[config.mk]
export PLATFORM = sky130hd
export DESIGN_NAME = modulo_entrada
export DESIGN_NICKNAME = d
export VERILOG_FILES = /design/src/rtl/modulo_entrada.sv
export SDC_FILE = /design/constraint.sdc
export NUM_CORES = 1
export LEC_CHECK = 0
export CORE_UTILIZATION = 45
export CTS_CLUSTER_DIAMETER = 120
export CTS_CLUSTER_SIZE = 20
export DETAILED_ROUTE_END_ITERATION = 7
export GPL_ROUTABILITY_DRIVEN = 0
export PLACE_DENSITY = 0.78
export SLEW_MARGIN = 10
export SYNTH_ARGS = -nofsm -noshare
export SYNTH_HDL_FRONTEND = slang
export SYNTH_SLANG_ARGS = --single-unit
[constraint.sdc]
create_clock -name realClk -period 1.91 [get_ports realClk]
set_input_delay 0.382 -clock realClk [delete_from_list [all_inputs] [get_ports realClk]]
set_output_delay 0.382 -clock realClk [all_outputs]
set_load 0.05 [all_outputs]
[src/rtl/modulo_entrada.sv]
// rtl/modulo_entrada.sv - IN-instruction input peripheral: key debounce plus request/ready capture FSM (optional sign extension: MODULO_ENTRADA_SINAL_EN)
module modulo_entrada #(
    parameter int DEBOUNCE_CYCLES = 50000,
    parameter int DATA_W          = 8,
    parameter int OUT_W           = 32
) (
    input  logic              realClk,
    input  logic              rst,
    input  logic              chave,
    input  logic [DATA_W-1:0] dadosIN,
    input  logic              pedido,
    output logic [OUT_W-1:0]  dado,
    output logic              pronto,
    output logic              aguardando
);

    localparam int            CW      = $clog2(DEBOUNCE_CYCLES);
    localparam logic [CW-1:0] CNT_MAX = CW'(DEBOUNCE_CYCLES - 1);

    typedef enum logic [1:0] {
        OCIOSO  = 2'd0,
        ESPERA  = 2'd1,
        CAPTURA = 2'd2,
        LIBERA  = 2'd3
    } estado_t;

    estado_t          estado;
    estado_t          estado_prox;
    logic             sync1;
    logic             sync2;
    logic             estavel;
    logic             estavel_q;
    logic [CW-1:0]    cnt;
    logic             evt_press;
    logic             captura;
    logic [OUT_W-1:0] estendido;

    // Two-flop synchronizer for the asynchronous key; idles at released (1)
    always_ff @(posedge realClk) begin
        if (!rst) begin
            sync1 <= 1'b1;
            sync2 <= 1'b1;
        end else begin
            sync1 <= chave;
            sync2 <= sync1;
        end
    end

    // Debounce: the stable level only follows sync2 after DEBOUNCE_CYCLES consecutive disagreeing cycles
    always_ff @(posedge realClk) begin
        if (!rst) begin
            estavel   <= 1'b1;
            estavel_q <= 1'b1;
            cnt       <= '0;
        end else begin
            estavel_q <= estavel;
            if (sync2 == estavel) begin
                cnt <= '0;
            end else if (cnt == CNT_MAX) begin
                estavel <= ~estavel;
                cnt     <= '0;
            end else begin
                cnt <= cnt + CW'(1);
            end
        end
    end

    // A press event is the stable level falling; a key already held never produces one
    assign evt_press = estavel_q & ~estavel;

    // Abort takes priority over a press arriving in the same cycle
    assign captura = (estado == ESPERA) && pedido && evt_press;

`ifdef MODULO_ENTRADA_SINAL_EN
    assign estendido = {{(OUT_W-DATA_W){dadosIN[DATA_W-1]}}, dadosIN};
`else
    assign estendido = {{(OUT_W-DATA_W){1'b0}}, dadosIN};
`endif

    // FSM state register
    always_ff @(posedge realClk) begin
        if (!rst) begin
            estado <= OCIOSO;
        end else begin
            estado <= estado_prox;
        end
    end

    // Next-state logic and Moore outputs; pronto is exactly the single CAPTURA cycle
    always_comb begin
        estado_prox = estado;
        pronto      = 1'b0;
        aguardando  = 1'b0;
        case (estado)
            OCIOSO: begin
                if (pedido) begin
                    estado_prox = ESPERA;
                end
            end
            ESPERA: begin
                aguardando = 1'b1;
                if (!pedido) begin
                    estado_prox = OCIOSO;
                end else if (evt_press) begin
                    estado_prox = CAPTURA;
                end
            end
            CAPTURA: begin
                pronto      = 1'b1;
                estado_prox = LIBERA;
            end
            LIBERA: begin
                // Both the key and the request must be released so one press serves one IN
                if (estavel && !pedido) begin
                    estado_prox = OCIOSO;
                end
            end
            default: begin
                estado_prox = OCIOSO;
            end
        endcase
    end

    // Captured word is loaded on the edge that enters CAPTURA and held until the next capture
    always_ff @(posedge realClk) begin
        if (!rst) begin
            dado <= '0;
        end else if (captura) begin
            dado <= estendido;
        end
    end

endmodule

# Word level (Yosys, flattened, before mapping)

Index checks and enable logic that the tools add are counted.

Register bits: 30
Output and inout bits: 34

$add $sub $neg: 1
Eq/ne operators: 8
Muxes and demuxes: 7
Bitwise operators: 4
Reductions and logical operators: 8

Operator list:

| operator                                             | count |
|---|---|
| adder 16 x 1 -> 16 bit (second input constant)       | 1 |
| equality test 16 bit (second input constant)         | 1 |
| two-way mux 2 bit                                    | 4 |
| case mux 2 bit (4 select lines)                      | 1 |
| equality test 2 bit (second input constant)          | 2 |
| inequality test 2 bit (second input constant)        | 2 |
| logical AND 1 bit                                    | 3 |
| inequality test 3 bit (second input constant)        | 1 |
| inverter 1 bit                                       | 3 |
| AND reduction 3 bit                                  | 1 |
| OR reduction 3 bit                                   | 1 |
| equality test 2 x 1 -> 1 bit (second input constant) | 1 |
| logical NOT 2 bit                                    | 1 |
| two-way mux 1 bit                                    | 2 |
| AND reduction 2 bit                                  | 1 |
| AND 1 bit                                            | 1 |
| equality test 1 bit                                  | 1 |
| logical NOT 1 bit                                    | 1 |

# Longest topological paths before layout

Gate-level depths: netlist (run 1).

Depth after elaboration: 5
Mapped depth: 5
Mapped depth without buffers: 5

# Worst setup path before layout (run 1)

Ideal clock, no wire load.

Kind: reg2reg
From: reg cnt[2]
To: reg cnt[15]
Library setup time: 0.070 ns
Data arrival time: 1.594 ns
Required time: 1.840 ns
Slack: 0.246 ns
Cell stages (with the launch flop): 6
Buffers on the path: 1
Clock period less this slack: 1.664 ns
Cell sequence: dfxtp_1 > and3_1 > buf_6 > or4b_4 > or3_1 > a21oi_1

Longest elaborated chain between the ends: 2
Elaborated cells between the ends (all ways): 3

Ends and longest elaborated chain:

| element                                                                        | line | source |
|---|---|---|
| start: declaration                                                             | 33   | `logic [CW-1:0] cnt;` |
| start signal: assignment                                                       | 63   | `cnt <= cnt + CW'(1);` |
| parallel branches: the longest is 2 deep, another holds adder 16 x 1 -> 16 bit | -    |  |

Parallel ways; which one is timed is not known.
A chain may end at the register's enable or synchronous reset.

# Worst setup path after layout (run 1)

From: reg dado[3]
To: out dado[3]

RTL lines:

| element                  | line | source |
|---|---|---|
| start: declaration       | 12   | `output logic [OUT_W-1:0] dado,` |
| start signal: assignment | 129  | `dado <= estendido;` |

No word-level cell between the ends.

==> flow_metrics.tcl, run 1 <==
set metrics [dict create \
    status "completed" \
    cts_buffers 5 \
    clkTransAtPathRegs_ps 90 \
    area_growth_pct 20.1 \
    drv_slew 0 \
    core-area_um2 3030 \
    synth_edf_count 0 \
    grt_pass1_wl_um 4020 \
    vias 1078 \
    r2r_slack_ps 150 \
    max_freq_ghz 0.540 \
    ys_seq_area_frac 0.418 \
    hold_slack_ps 417 \
    h-tree-depth 2 \
    finalHoldViolations 0 \
    crit_chain "clkdlybuf4s50_1" \
    cts-root-buf "clkbuf_4" \
    fin_crit_ps 1850 \
    required_ps 1530 \
    total_power_mw 1.26 \
    placed_area_um2 1630 \
    synthDistinctLibCells 31 \
    ir_worst_vdd_mv 0.312 \
    drtIter0Drc 18 \
    firstDrtPassIters 4 \
    setup_viol 0 \
    dp.cells 222 \
    clockBufferDepth 2 \
    fin_tns_setup_ps 0 \
    hp-start "sync1" \
    post-cts-setup-buffers 0 \
    instances_no_fill 230 \
    start_util 0.474 \
    antenna_found_initial 0 \
    crit_slowest_cell "clkdlybuf4s50_1" \
    path_max_fanout 2 \
    startpoint_type "flop" \
    portBuffers 21 \
    leakagePower_nw 0.838 \
    synth_top_area_frac 0.418 \
    relSlewSlack 0.655 \
    synth_top_area_cell "dfxtp_1" \
    synth_top_flop_cell "dfxtp_1" \
    worst-path-buf-inv 1 \
    max_stage_delay_ps 800 \
    async_flop_share 0 \
    syn-cell-area_um2 1440 \
    finalWirelength_um 2570 \
    grt_max_degree 16 \
    arrival_ps 1470 \
    antenna_left 0 \
    drc 0 \
    tritoncts "done" \
    overflow 0 \
    reg2reg_from "cnt[3]" \
    rsz0062_at_grt "false" \
    synth-seq-cells 30 \
    criticalPathCategory "reg -> out" \
    yosys.cell_count.top_type "dfxtp_1" \
    diodes 0 \
    syn_inst 155 \
    holdPathStages 1 \
    synth_area_leaders "dfxtp_1 (42%), buf_4 (13%), mux2i_1 (5.6%), xor2_1 (5.5%), nor2_1 (4.4%)" \
    wire_per_inst_um 11.2 \
    tightest_slew_ps 517 \
    pin_count 46 \
    die_h_um 58.5 \
    regToRegEndpoint "cnt[15]" \
    min_path_type "reg -> reg" \
    grt_use_total 0.161 \
    worst_clock_skew_ps 12.4 \
    ff2ff_path_depth 4 \
    maxCapViolCount 0 \
    dieWidth_um 58.5 \
    ys_warn_count 0 \
    p_per_area_nw_per_um2 728 \
    nets 198 \
    synth_area_per_cell_um2 9.27 \
    cp-end-kind "primary output" \
    dieArea_um2 3420 \
    layout-drive-gt1-share 0.102 \
    fin_area_um2 1730 \
    hold_end "sync2" \
    rows 20 \
    insertion_delay_ps 340 \
    yosys-top-cells-count "dfxtp_1 (30), buf_4 (24), nor2_1 (17)" \
    grt_pass1_vias 937 \
    via_per_inst 4.69 \
    post-route-period-util 0.969 \
    critical-path-top-delay-family "buffers and inverters" \
    clkSinkCount 30 \
    dp_hpwl_um 1890 \
]
sequential cells by signal, summed over array words and instances, names as in the netlist, named ones only:
name,count
sync2,1
cnt,16
sync1,1
estavel,1
estavel_q,1
estado,1
dado,8
worst max-delay path by stage:
stage / from / to / slack [ps] / cells after the start
floorplan: cnt[2] / cnt[15] / 250 / 5
CTS: dado[5] / dado[5] / 10 / 1
global placement: cnt[3] / cnt[15] / 240 / 4
global route: dado[3] / dado[3] / 20 / 1
detailed placement: cnt[3] / cnt[15] / 180 / 4
finish: dado[3] / dado[3] / 60 / 1
through the flow:
step | setup slack [ps] | utilization
4_1_cts | 13.2 | 0.564
3_3_place_gp | 243 | 0.538
6_report | 59.5 | 0.570
5_1_grt | 18.4 | 0.570
2_1_floorplan | 246 | -
3_5_place_dp | 178 | 0.538
cell families (layout without fill, tap and decap cells):
family          after synthesis  in the layout  share of synthesized area
compound gates                7              7                     0.0305
xor+xnor                     14             14                     0.0854
fa+ha+maj                     1              1                    0.00871
buf+inv                      29             37                      0.144
flops                        30             30                      0.418
mux                           9              9                     0.0636
other cells                   1             24                    0.00261
simple gates                 64             64                      0.247
power breakdown:
part           internal [mW]  switching (mW)
Clock                  0.251           0.220
Sequential             0.629         0.00286
Combinational         0.0303           0.122
layout make-up:
type,instances,area [µm²]
tap,44,55.1
sequential,30,601
timing repair buffer,27,268
multi-input combinational,119,716
inverter,2,7.51
fill,274,1300
clock buffer,8,78.8
layer usage:
metal / wire length, µm / vias to the layer above / part of all wire / GRT usage
met5: 0 / - / 0 / 0
met4: 38 / 0 / 0.015 / 0.112
met3: 132 / 3 / 0.051 / 0.0637
met2: 1300 / 37 / 0.50 / 0.258
met1: 1100 / 505 / 0.43 / 0.174
li1: - / 533 / - / -
what timing repair did:
item,4_1_cts,5_1_grt
resized for setup,0,7
hold buffers,0,0
endpoints found under the setup margin,0,7
cells in the final DEF, fill, tap and decap left out, types with 2 or more instances in the layout:
master	Yosys	final
and2_1	2	2
a21oi_1	2	2
xor2_1	9	9
nor2b_1	10	10
nand3_1	6	6
nand2_1	4	4
nand2b_1	4	4
inv_1	2	2
clkdlybuf4s50_1	0	12
nor4_1	2	2
nand4_1	5	5
o21ai_0	3	3
dlymetal6s2s_1	0	7
conb_1	1	24
clkbuf_4	0	5
buf_4	24	8
nor3_1	2	2
mux2i_1	8	8
nor2_1	17	17
or3_1	2	2
clkbuf_8	0	3
dfxtp_1	30	30
nand3b_1	2	2
and3_1	4	4
xnor2_1	5	5
(Power assumes the default switching activity.)
==> inputs of run 2 (changes only) <==
SLEW_MARGIN = 40   (was 10)
==> results of run 2 <==
The final DEF is identical to that of run 1; final timing and power are the same.
==> inputs of run 3 (changes only) <==
CAP_MARGIN = 20   (was unset)
CORE_MARGIN = 3   (was unset)
==> run 3 against run 2 <==
Clock-buffer cell count decreased by 1. Critical endpoint is now dado[6]. Critical path type unchanged. Largest cell class unchanged. Highest routed layer unchanged. Critical path depth unchanged. Routed wire length increased by 1.7%. Fmax about the same.
==> flow_metrics.tcl, run 3 (synthesized netlist as in run 1, its figures left out) <==
set metrics [dict create \
    rsz0062_at_grt "false" \
    crit_chain "clkdlybuf4s50_1" \
    num-fill-cells 257 \
    max_stage_delay_ps 810 \
    p_per_area_nw_per_um2 676 \
    criticalPathCategory "reg -> out" \
    hold_buffers 0 \
    leakagePower_nw 0.752 \
    clockBufferDepth 2 \
    critical-path-top-delay-family "buffers and inverters" \
    reg2reg_from "cnt[4]" \
    setup_viol 0 \
    cts-root-buf "clkbuf_4" \
    antenna_left 0 \
    worst-path-buf-inv 1 \
    largest_register_ffs 16 \
    crit_slowest_cell "clkdlybuf4s50_1" \
    drtIter0Drc 25 \
    maxCapViolCount 0 \
    dieArea_um2 3910 \
    dieWidth_um 62.5 \
    ctsResizeCount 0 \
    post-route-period-util 0.968 \
    core-area_um2 2900 \
    drc 0 \
    grt_use_met2 0.241 \
    grt_pass1_vias 1030 \
    pin_count 46 \
    area_growth_pct 19.9 \
    grtUsageMet1 0.143 \
    grt_use_met3 0.0665 \
    tightest_slew_ps 515 \
    h-tree-depth 2 \
    cp-end-kind "primary output" \
    via_per_inst 4.81 \
    grt_pass1_wl_um 4360 \
    worst_slack_ps 60.4 \
    insertion_delay_ps 320 \
    pre_cts_ws_ps 216 \
    cp-startpoint "dado[6]" \
    startpoint_type "flop" \
    cts_buffers 5 \
    vias 1116 \
    wire_per_inst_um 11.3 \
    max_freq_ghz 0.541 \
    nets 202 \
    regToRegEndpoint "cnt[15]" \
    top_register "cnt" \
    finalHoldViolations 0 \
    post-cts-setup-buffers 0 \
    required_ps 1530 \
    grt_use_total 0.140 \
    start_util 0.495 \
    mostFrequentLayoutCells "dfxtp_1 (30), conb_1 (24), nor2_1 (17), clkdlybuf4s50_1 (17), buf_4 (12)" \
    tritoncts "done" \
    relSlewSlack 0.656 \
    worst_clock_skew_ps 4.41 \
    min_path_type "reg -> reg" \
    final_common_cell "dfxtp_1" \
    layout-drive-gt1-share 0.116 \
    fin_crit_ps 1850 \
    antenna_found_initial 0 \
    path_depth 1 \
    clkSinkCount 30 \
    die_h_um 62.5 \
    rows 19 \
    busiest_layer "met2" \
    drv_slew 0 \
    diodes 0 \
    ff2ff_path_depth 4 \
    dp_hpwl_um 2050 \
    status "completed" \
    arrival_ps 1470 \
    firstDrtPassIters 4 \
    clkTransAtPathRegs_ps 90 \
    ir_worst_vdd_mv 0.351 \
    critPathCapture "dado[6]" \
    fin_tns_setup_ps 0 \
    grt_max_degree 16 \
    overflow 0 \
    r2r_slack_ps 190 \
    finalWirelength_um 2620 \
    reg_top3 "cnt: 16 flops, dado: 8 flops" \
    portBuffers 21 \
    path_max_fanout 2 \
]
run 3: cell count changes in the layout (fill, tap and decap cells not counted), sizes merged:
cell           change
buf                +4
clkinv             +1
clkbuf             -1
clkdlybuf4s50      +5
dlymetal6s2s       -5
run 3: final cells by class:
type,count,area (µm²),area share
Timing Repair Buffer,31,285,0.166
Sequential cell,30,601,0.349
Clock buffer,7,55.1,0.0320
Tap cell,42,52.6,0.0305
Inverter,2,7.51,0.00436
Clock inverter,1,5.00,0.00291
Multi-Input combinational cell,119,716,0.416
run 3: how the worst min path moves through the flow:
stage | startpoint | depth (start not counted) | end
finish | sync1 | 1 | sync2
global route | sync1 | 1 | sync2
CTS | sync1 | 1 | sync2
detailed placement | sync1 | 1 | sync2
global placement | sync1 | 1 | sync2
floorplan | sync1 | 1 | sync2
run 3: power breakdown:
part / leakage [nW] / switching, mW / internal (mW)
Sequential: 0.242 / 0.00277 / 0.629
Combinational: 0.475 / 0.122 / 0.0310
Clock: 0.0353 / 0.200 / 0.178
run 3: through the flow:
stage | total power, mW | hold slack [ps] | util | instances | cell area [µm²]
global route | 1.21 | 444 | 0.594 | 232 | 1720
detailed placement | 0.798 | 400 | 0.571 | 224 | 1660
CTS | 1.18 | 426 | 0.592 | 232 | 1720
global placement | 0.797 | 396 | 0.571 | 224 | 1660
floorplan | 0.804 | 386 | - | 178 | 1520
finish | 1.16 | 419 | 0.594 | 232 | 1720
run 3: routing by layer:
layer  share of wire  vias up
met5               0        -
met4           0.018        0
met3           0.090        7
met2            0.47       51
met1            0.42      518
li1                -      540
